$ cat src/rtl/spi_pkg.sv
// spi_pkg: shared SPI responder constants, FSM states and command-word layout.
package spi_pkg;
  localparam int SPI_WIDTH = 16;
  localparam int SPI_SYNC_STAGES = 2;
  typedef enum logic {IDLE, ACTIVE} spi_state_t;
  typedef struct packed {
    logic [3:0]  opcode;
    logic [11:0] payload;
  } spi_cmd_t;
endpackage

$ cat src/rtl/spi_sync.sv
// spi_sync: multi-flop input synchronizer with level, rise and fall outputs.
module spi_sync #(
  parameter int   STAGES = 2,
  parameter logic INIT = 1'b0
) (
  input  logic clk,
  input  logic reset,
  input  logic d,
  output logic level,
  output logic rise,
  output logic fall
);
  logic [STAGES-1:0] chain;
  logic hist;
  always_ff @(posedge clk or posedge reset)
    if (reset) begin
      chain <= {STAGES{INIT}};
      hist <= INIT;
    end else begin
      chain <= {chain[STAGES-2:0], d};
      hist <= chain[STAGES-1];
    end
  assign level = chain[STAGES-1];
  assign rise = level & ~hist;
  assign fall = ~level & hist;
endmodule

$ cat src/rtl/spi_responder.sv
// spi_responder: SPI mode-0 responder in the clk domain; define SPI_ECHO_EN to echo the previous rx word.
module spi_responder
  import spi_pkg::*;
#(
  parameter int WIDTH = SPI_WIDTH,
  parameter int SYNC_STAGES = SPI_SYNC_STAGES
) (
  input  logic             clk,
  input  logic             reset,
  input  logic             sck,
  input  logic             sdi,
  input  logic             cs_n,
  output logic             sdo,
  input  logic [WIDTH-1:0] tx_data,
  output logic             tx_load,
  output logic [WIDTH-1:0] rx_data,
  output logic             rx_valid,
  output logic             frame_err
);
  localparam int CW = $clog2(WIDTH + 2);
  localparam logic [CW-1:0] LAST = CW'(WIDTH - 1);
  localparam logic [CW-1:0] FULL = CW'(WIDTH);
  localparam logic [CW-1:0] OVER = CW'(WIDTH + 1);
  spi_state_t state, state_n;
  logic [CW-1:0] cnt;
  logic [WIDTH-1:0] tx_sr, tx_word, rx_word;
  logic [WIDTH-2:0] rx_sr;
  logic sck_rise, sck_fall, sdi_s, cs_rise, cs_fall;
  logic [3:0] unused_sync;
  spi_sync #(.STAGES(SYNC_STAGES), .INIT(1'b0)) u_sck (
    .clk(clk), .reset(reset), .d(sck), .level(unused_sync[0]), .rise(sck_rise), .fall(sck_fall));
  spi_sync #(.STAGES(SYNC_STAGES), .INIT(1'b0)) u_sdi (
    .clk(clk), .reset(reset), .d(sdi), .level(sdi_s), .rise(unused_sync[1]), .fall(unused_sync[2]));
  spi_sync #(.STAGES(SYNC_STAGES), .INIT(1'b1)) u_cs (
    .clk(clk), .reset(reset), .d(cs_n), .level(unused_sync[3]), .rise(cs_rise), .fall(cs_fall));
`ifdef SPI_ECHO_EN
  logic unused_tx;
  assign unused_tx = ^tx_data;
  assign tx_word = rx_data;
`else
  assign tx_word = tx_data;
`endif
  assign rx_word = {rx_sr, sdi_s};
  always_comb begin
    state_n = state;
    tx_load = 1'b0;
    frame_err = 1'b0;
    if (state == IDLE && cs_fall) begin
      state_n = ACTIVE;
      tx_load = 1'b1;
    end else if (state == ACTIVE && cs_rise) begin
      state_n = IDLE;
      frame_err = (cnt != '0) && (cnt != FULL);
    end
  end
  // cs_n rise takes priority over any sck edge seen in the same cycle
  always_ff @(posedge clk or posedge reset)
    if (reset) begin
      state <= IDLE;
      cnt <= '0;
      tx_sr <= '0;
      rx_sr <= '0;
      rx_data <= '0;
      rx_valid <= 1'b0;
      sdo <= 1'b0;
    end else begin
      state <= state_n;
      rx_valid <= 1'b0;
      if (tx_load) begin
        tx_sr <= tx_word;
        sdo <= tx_word[WIDTH-1];
        cnt <= '0;
      end else if (state == ACTIVE && cs_rise) begin
        sdo <= 1'b0;
      end else if (state == ACTIVE) begin
        if (sck_rise) begin
          rx_sr <= rx_word[WIDTH-2:0];
          cnt <= (cnt == OVER) ? cnt : cnt + 1'b1;
          if (cnt == LAST) begin
            rx_data <= rx_word;
            rx_valid <= 1'b1;
          end
        end
        if (sck_fall) begin
          tx_sr <= tx_sr << 1;
          sdo <= (cnt < FULL) ? tx_sr[WIDTH-2] : 1'b0;
        end
      end
    end
endmodule

$ cat config.mk
export PLATFORM = sky130hd
export DESIGN_NAME = spi_responder
export DESIGN_NICKNAME = d
export VERILOG_FILES = /design/src/rtl/spi_pkg.sv /design/src/rtl/spi_sync.sv /design/src/rtl/spi_responder.sv
export SDC_FILE = /design/constraint.sdc
export NUM_CORES = 1
export LEC_CHECK = 0
export BUFFER_PORTS_ARGS = -buffer_cell sky130_fd_sc_hd__clkbuf_2
export CAP_MARGIN = 25
export CORE_MARGIN = 5
export CORE_UTILIZATION = 29
export CTS_CLUSTER_DIAMETER = 120
export DETAILED_ROUTE_END_ITERATION = 6
export PLACE_DENSITY = 0.49
export RECOVER_POWER = 50
export SETUP_SLACK_MARGIN = 0.15
export SYNTH_ARGS = -nofsm -noshare
export SYNTH_HDL_FRONTEND = slang
export SYNTH_HIERARCHICAL = 1
export SYNTH_SLANG_ARGS = --single-unit
$ cat constraint.sdc
create_clock -name clk -period 1.8 [get_ports clk]
set_input_delay 0.36 -clock clk [delete_from_list [all_inputs] [get_ports clk]]
set_output_delay 0.36 -clock clk [all_outputs]
set_load 0.02 [all_outputs]
==> qor.yml, run 1 <==
rsz0062_at_grt: "yes"
grt_pass1_vias: 1803
register_area_um2: 1560
setup-violations-final: 15
grt_max_degree: 55
ys.warnings.count: 6
die_area_um2: 11200
postRouteWirelength_um: 5140
netlist_area_um2: 2670
p_sw_mw: 1.01
initial_core_util_pct: 29.3
synthCells: 207
gp_congestion: 0.669
cts_tree: "done"
violations: "negative setup slack"
hold_viol: 0
avgSynthCellArea_um2: 12.9
worst_pin_slew_ns: 0.389
cp-end-kind: "output port"
portBuffers: 40
cts_num_sinks: 62
slew_headroom_pct: 74.0
worstRegToRegCells: 6
multi_input_area_um2: 1110
die_w_um: 106
drive_above_1_share_pct: 49.1
grt_overflow_total: 0
clk_pin_slew_worst_paths_ns: 0.06
num-nets-final: 294
skew_ns: 0.0115
hold_path_class: "in -> reg"
antenna_found_initial: 0
drt_iter0_drc: 24
dp_hpwl_um: 3260
core-area_um2: 9110
area_growth_pct: 26.1
swShare_pct: 27.0
pwr-share-comb_pct: 23.2
drv_slew: 0
finalCritPeriodShare_pct: 107
critPathLaunchType: "flip-flop"
fmax_ghz: 0.518
routedWlPerCell_um: 13.4
p_int_mw: 2.73
finalSetupTns_ns: -1.43
chipHeight_um: 106
p_leak_nw: 1.74
grt_use_total_pct: 9.94
p_seq_share_pct: 49.2
first_pass_iters: 3
n_fill_cell: 944
clk_root_buffer_cell: "clkbuf_8"
diodes: 0
vias_per_cell: 4.29
crit_path_max_fanout: 3
cts_max_level: 3
place_area_um2: 3070
crit_type: "reg -> out"
drc: 0
cap_violations: 0
cts_buffers: 9
final_util_pct: 37.0
worstSkewPairLatency_ns: 0.33
cp.arrival_ns: 1.57
drtAntennaViolNets: 0
setup_slack_ns: -0.129
io_pins: 41
grt_pass1_wl_um: 8740
cellPowerDensity_nw_per_um2: 1110
synthesis.nets: 232
irDropWorstVdd_mv: 0.637
cts_max_path_buffers: 2
core.rowCount: 35
cp.required_ns: 1.44
min_period_ns: 1.93
vias: 1646
final_area_um2: 3370
pwr-share-clk_pct: 27.6
holdPathStages: 1
status: "finished with violations"
==> layout make-up <==
cell class                      instances  share of cell area, %
Clock buffer                           11                   4.20
Clock inverter                          4                  0.706
Inverter                               11                   1.56
Multi-Input combinational cell        131                   33.1
Sequential cell                        62                   46.2
Tap cell                              111                   4.12
Timing Repair Buffer                   54                   10.2
==> stage by stage <==
step                worst slack, ns  hold slack [ns]  cells  total power, mW
floorplan                   -0.0533            0.101    207             2.49
global placement            -0.0274            0.324    362             2.67
detailed placement          -0.0563            0.331    362             2.69
CTS                          -0.161           0.0941    383             3.80
global route                 -0.186           0.0993    384             3.97
finish                       -0.129            0.111    384             3.74
==> layout by cell type, fill, tap and decap left out, types with 2 or more instances in the layout <==
cell type	instances
nand2_2	2
and2b_2	2
mux2_2	28
buf_4	10
dfrtp_1	59
clkbuf_1	2
nand3_1	2
ha_1	2
nand2_1	48
nor2b_1	3
mux2i_1	3
clkbuf_8	10
nor2_1	2
mux2_4	17
inv_1	9
a21o_4	2
o21ai_0	3
clkbuf_2	37
clkinv_2	3
dfstp_2	3
buf_6	3
==> routing by layer <==
layer  global-route usage (%)  part of all wire (%)  up-vias
met1                     11.9                    45      790
li1                         -                     -      816
met3                     3.95                   5.3        7
met2                     15.9                    48       33
met4                     4.16                   1.6        0
met5                        0                     0        -
==> registers in the layout, summed over array words and instances, names as in the netlist <==
register	flops
cnt	5
sdo	1
rx_data	16
tx_sr	15
u_sck/chain	2
u_sck/hist	1
u_cs/hist	1
rx_valid	1
u_sdi/chain	2
state	1
u_cs/chain	2
rx_sr	15
==> path summary, 6_finish.rpt <==
check                          startpoint        endpoint  slack [ns]
max in group asynchronous           reset       tx_sr[12]        0.77
setup reg to reg                u_cs/hist        tx_sr[7]       -0.11
hold / removal                       cs_n   u_cs/chain[0]        0.11
hold reg to reg            u_sck/chain[0]  u_sck/chain[1]        0.35
setup / recovery            u_cs/chain[1]         tx_load       -0.13
min in group asynchronous           reset  u_sdi/chain[1]        0.56
==> timing repair <==
action	in CTS	in global routing
cloned	3	0
hold buffers	1	0
pin swaps	2	1
endpoints found under the hold margin	5	0
endpoints found under the setup margin	33	34
resized for setup	13	8
buffers inserted	2	1
==> critical path: stages, from the launching register on <==
cell and delay [ns]:
dfstp_2 0.54, and2b_2 0.22, or2b_4 0.23, inv_8 0.04, buf_6 0.10, buf_8 0.12
==> power by group through the flow <==
stage,clock (mW),sequential [mW],combinational [mW]
2_1_floorplan,0,1.83,0.658
3_3_place_gp,0,1.86,0.805
3_5_place_dp,0,1.86,0.828
4_1_cts,1.08,1.84,0.869
5_1_grt,1.14,1.88,0.947
6_report,1.03,1.84,0.867
(Power assumes the default switching activity.)
==> run 2: changes to the inputs <==
--- a/config.mk
+++ b/config.mk
@@ -7,6 +7,7 @@
 export LEC_CHECK = 0
 export BUFFER_PORTS_ARGS = -buffer_cell sky130_fd_sc_hd__clkbuf_2
 export CAP_MARGIN = 25
+export CORE_ASPECT_RATIO = 1.5
 export CORE_MARGIN = 5
 export CORE_UTILIZATION = 29
 export CTS_CLUSTER_DIAMETER = 120
==> run 2 against run 1 <==
The flow still finishes with violations (negative setup slack). Maximum frequency rose by 3.2%. Global-route usage is 0.56 points higher. Wire length up 4.2%. Register-to-register slack improved by 0.05 ns. Largest cell class unchanged.
==> qor.yml, run 2 (synthesis results as in run 1) <==
cts_max_path_buffers: 2
slew_headroom_pct: 70.1
cts_num_sinks: 62
cp.arrival_ns: 1.51
dp_hpwl_um: 3280
worstSkewPairLatency_ns: 0.33
crit_path_max_fanout: 5
die_w_um: 88.4
num-nets-final: 294
drtAntennaViolNets: 0
diodes: 0
routedWlPerCell_um: 13.9
mostFrequentLayoutCell: "dfrtp_1"
slowest_stage: "dfstp_2"
vias_per_cell: 4.33
worst_r2r_startpoint: "u_cs/chain[1]"
path_delay_family: "flip-flops"
initial_core_util_pct: 29.2
cts_max_level: 3
portBuffers: 40
layout_common_cells: "dfrtp_1 (59), nand2_1 (48), clkbuf_2 (37)"
crit_chain: "and2b_2 -> or2b_4 -> inv_12 -> buf_8"
finalCritPeriodShare_pct: 104
path_depth: 4
hold_viol: 0
path_buf_inv: 2
cp-end-kind: "output port"
largest_register_ffs: 16
die_area_um2: 11300
cellPowerDensity_nw_per_um2: 1280
worst_pin_slew_ns: 0.447
violations: "negative setup slack"
r2r_setup_slack_ns: -0.06
drv_slew: 0
clk_pin_slew_worst_paths_ns: 0.05
area_growth_pct: 35.9
regMostFlops: "rx_data"
core-area_um2: 9150
gp_congestion: 0.695
holdPathStages: 1
cts_buffers: 9
status: "finished with violations"
grt_pass1_wl_um: 8860
grt_overflow_total: 0
worstRegToRegCells: 6
cts_tree: "done"
startpoint: "u_cs/chain[1]"
drive_above_1_share_pct: 50.0
setup_slack_ns: -0.0697
top_regs: "rx_data x16, rx_sr x15, tx_sr x15"
cp.required_ns: 1.44
min_period_ns: 1.87
vias: 1670
p_leak_nw: 1.88
rsz0062_at_grt: "yes"
grt_max_degree: 37
drt_iter0_drc: 42
cap_violations: 0
antenna_found_initial: 0
crit_type: "reg -> out"
critPathLaunchType: "flip-flop"
final_util_pct: 39.7
irDropWorstVdd_mv: 0.500
chipHeight_um: 128
grt_use_total_pct: 10.5
power.total_mw: 4.65
holdWs_ns: 0.118
dp_slack_ns: -0.0485
postRouteWirelength_um: 5360
r2r_end: "tx_sr[10]"
hold_path_class: "in -> reg"
io_pins: 41
core.rowCount: 43
skew_ns: 0.00437
setup-violations-final: 15
grt_pass1_vias: 1835
clk_root_buffer_cell: "clkbuf_16"
first_pass_iters: 3
crit_path_end: "tx_load"
drc: 0
critical-path-max-stage-delay_ns: 0.54
fmax_ghz: 0.535
-- run 2: changes by cell type in the layout (fill, tap and decap cells not counted), moves of 2 or more --
| cell | before | now |
|---|---|---|
| clkbuf_16 | 0 | 9 |
| clkinvlp_4 | 1 | 3 |
| bufinv_16 | 0 | 2 |
| mux2_2 | 28 | 9 |
| clkbuf_8 | 10 | 1 |
| buf_4 | 10 | 7 |
| mux2_4 | 17 | 36 |
| buf_6 | 3 | 6 |
-- run 2: what timing repair did --
item / CTS / global route
endpoints found under the setup margin: 33 / 34
pin swaps: 3 / 5
buffers inserted: 4 / 2
resized for setup: 20 / 24
gates cloned: 2 / 0
endpoints found under the hold margin: 5 / 0
hold buffers: 1 / 0
-- run 2: layout make-up --
| cell class | instances | area [um^2] |
|---|---|---|
| clock buffer | 10 | 239 |
| clock inverter | 6 | 85.1 |
| fill | 881 | 5520 |
| inverter | 11 | 57.6 |
| multi-input combinational | 130 | 1180 |
| sequential | 62 | 1560 |
| tap | 112 | 140 |
| timing repair buffer | 55 | 374 |
-- run 2: worst min path at each step --
stage,to,startpoint,slack [ns]
global route,u_cs/chain[0],cs_n,0.12
global placement,u_sdi/chain[0],reset,0.28
CTS,u_cs/chain[0],cs_n,0.11
floorplan,u_sdi/chain[0],reset,0.10
detailed placement,u_sdi/chain[0],reset,0.28
finish,u_cs/chain[0],cs_n,0.12
-- run 2: per-layer routing --
| layer | wire [um] | share of wire, % | global-route usage [%] | vias to the layer above |
|---|---|---|---|---|
| li1 | - | - | - | 818 |
| met1 | 2260 | 42 | 12.1 | 813 |
| met2 | 2710 | 51 | 16.7 | 31 |
| met3 | 241 | 4.5 | 3.42 | 8 |
| met4 | 140 | 2.6 | 6.14 | 0 |
| met5 | 0 | 0 | 0 | - |
-- run 2: metrics by stage --
step	instances	setup TNS [ns]	area, um^2
CTS	384	-0.956	3530
floorplan	207	-0.320	2710
finish	386	-0.791	3630
detailed placement	361	-0.306	3060
global placement	361	-0.132	3060
global route	386	-1.39	3630
-- run 2: power by group --
part | switching, mW | internal [mW]
sequential | 0.178 | 1.67
clock | 0.609 | 1.24
combinational | 0.343 | 0.602
==> run 3: changes to the inputs <==
==> constraint.sdc (replaced) <==
create_clock -name clk -period 1.8 [get_ports clk]
set_input_delay 0.27 -clock clk [delete_from_list [all_inputs] [get_ports clk]]
set_output_delay 0.27 -clock clk [all_outputs]
set_load 0.02 [all_outputs]
==> run 3 against run 2 <==
The run still ends with negative setup slack left. Clock skew is 0.0039 ns higher. Via count is 0.48% lower. Critical endpoint is now tx_sr[2]. Register-to-register slack hardly changed. Utilization is 1.7 points lower. Total power is 1.5% lower. Combinational power is 11% lower.
==> qor.yml, run 3 (synthesis results as in run 1) <==
crit_path_max_fanout: 5
p_leak_nw: 1.79
grt_pass1_wl_um: 8870
die_w_um: 88.4
top_regs: "rx_data x16, rx_sr x15, tx_sr x15"
min_period_ns: 1.86
cp.arrival_ns: 2.07
cts_max_path_buffers: 2
dr.max_layer_used: "met4"
cts_buffers: 9
setup_slack_ns: -0.0607
drt_iter0_drc: 35
slew_headroom_pct: 49.2
drc: 0
dp_slack_ns: -0.0446
vias_per_cell: 4.29
crit_type: "reg -> reg"
rsz0062_at_grt: "yes"
cap_violations: 0
met2WireLength_um: 2500
drive_above_1_share_pct: 41.8
routedWlPerCell_um: 13.4
dp_hpwl_um: 3380
chipHeight_um: 128
largest_register_ffs: 16
first_pass_iters: 4
irDropWorstVdd_mv: 0.498
area_growth_pct: 30.1
hold_path_class: "in -> reg"
cts_num_sinks: 62
layout_common_cells: "dfrtp_1 (59), nand2_1 (49), mux2_2 (28)"
violations: "negative setup slack"
hold_start: "cs_n"
cts_max_level: 3
worst_pin_slew_ns: 0.761
initial_core_util_pct: 29.2
clk_pin_slew_worst_paths_ns: 0.05
critPathLaunchType: "flip-flop"
cts_tree: "done"
vias: 1662
n_fill_cell: 917
r2r_setup_slack_ns: -0.06
finalCritPeriodShare_pct: 103
min_to: "u_cs/chain[0]"
mostFrequentLayoutCell: "dfrtp_1"
drt-met1-wl_um: 2270
drv_slew: 0
gp_congestion: 0.670
r2r_end: "tx_sr[2]"
postRouteWirelength_um: 5170
grt_overflow_total: 0
grt_use_total_pct: 10.6
final_util_pct: 38.0
cp.required_ns: 2.01
skew_ns: 0.00826
drtAntennaViolNets: 0
grt_max_degree: 30
grt_pass1_vias: 1838
num-nets-final: 295
cellPowerDensity_nw_per_um2: 1320
core.rowCount: 43
worstRegToRegCells: 6
core-area_um2: 9150
portBuffers: 40
regMostFlops: "rx_data"
hold_viol: 0
antenna_found_initial: 0
cp-end-kind: "flip-flop"
fmax_ghz: 0.537
status: "finished with violations"
die_area_um2: 11300
clk_root_buffer_cell: "clkbuf_16"
worstSkewPairLatency_ns: 0.32
holdPathStages: 1
wl_met3_um: 235
worst_r2r_startpoint: "u_cs/chain[1]"
setup-violations-final: 15
diodes: 0
io_pins: 41
## run 3: changes by cell type in the layout (fill, tap and decap cells not counted), moves of 4 or more
cell and delta:
mux2_4 -19, mux2_2 +19, clkbuf_1 +18, buf_4 +4
clkbuf_2 -16, buf_6 -4
## run 3: where the power goes
group          internal, mW  switching, mW
registers              1.67          0.169
logic                 0.521          0.323
clock network          1.32          0.571
total                  3.51           1.06
## run 3: critical path: stages, from the launching register on
cell,delay (ns)
dfstp_2,0.53
and2b_2,0.21
or2b_4,0.29
inv_8,0.06
buf_6,0.11
mux2_4,0.28
mux2_4,0.25
## run 3: what timing repair did
item | 4_1_cts | 5_1_grt
hold buffers | 1 | 0
hold endpoints to repair | 8 | 0
resized for setup | 7 | 7
gates cloned | 4 | 0
setup endpoints to repair | 33 | 37
buffers inserted | 4 | 0
pin swaps | 1 | 1
## run 3: how the worst max path moves through the flow
stage,start,to,slack [ns],depth (start not counted)
6_report,u_cs/chain[1],tx_sr[2],-0.06,6
3_3_place_gp,u_cs/hist,tx_sr[11],-0.02,5
2_1_floorplan,u_cs/hist,tx_sr[1],-0.05,6
3_5_place_dp,u_cs/hist,tx_sr[11],-0.04,5
5_1_grt,u_cs/chain[1],tx_sr[2],-0.11,6
4_1_cts,u_cs/chain[1],tx_load,-0.06,4
## run 3: layer usage
layer	vias to the layer above	GRT usage, %
met2	35	16.6
met4	0	6.94
met5	-	0
li1	816	-
met1	800	12.1
met3	11	3.35
## run 3: cell type report
cell class	instances	area (um^2)	area share (%)
flip-flops and latches	62	1560	44.7
clock inverters	3	65.1	1.87
inverters	11	48.8	1.40
multi-input cells	130	1080	31.1
repair inverters	2	15.0	0.432
clock buffers	13	270	7.78
repair buffers	54	302	8.68
well taps	112	140	4.03
## run 3: stage by stage
stage | TNS [ns] | cell area [um^2] | std cells | total power [mW] | hold slack (ns)
after CTS | -0.542 | 3490 | 387 | 4.66 | 0.00691
after global placement | -0.0885 | 3060 | 362 | 2.67 | 0.171
after detailed placement | -0.235 | 3060 | 362 | 2.69 | 0.172
after global routing | -1.65 | 3480 | 387 | 4.83 | 0.0209
after floorplan | -0.320 | 2700 | 207 | 2.49 | 0.0112
final | -0.332 | 3480 | 387 | 4.58 | 0.0268
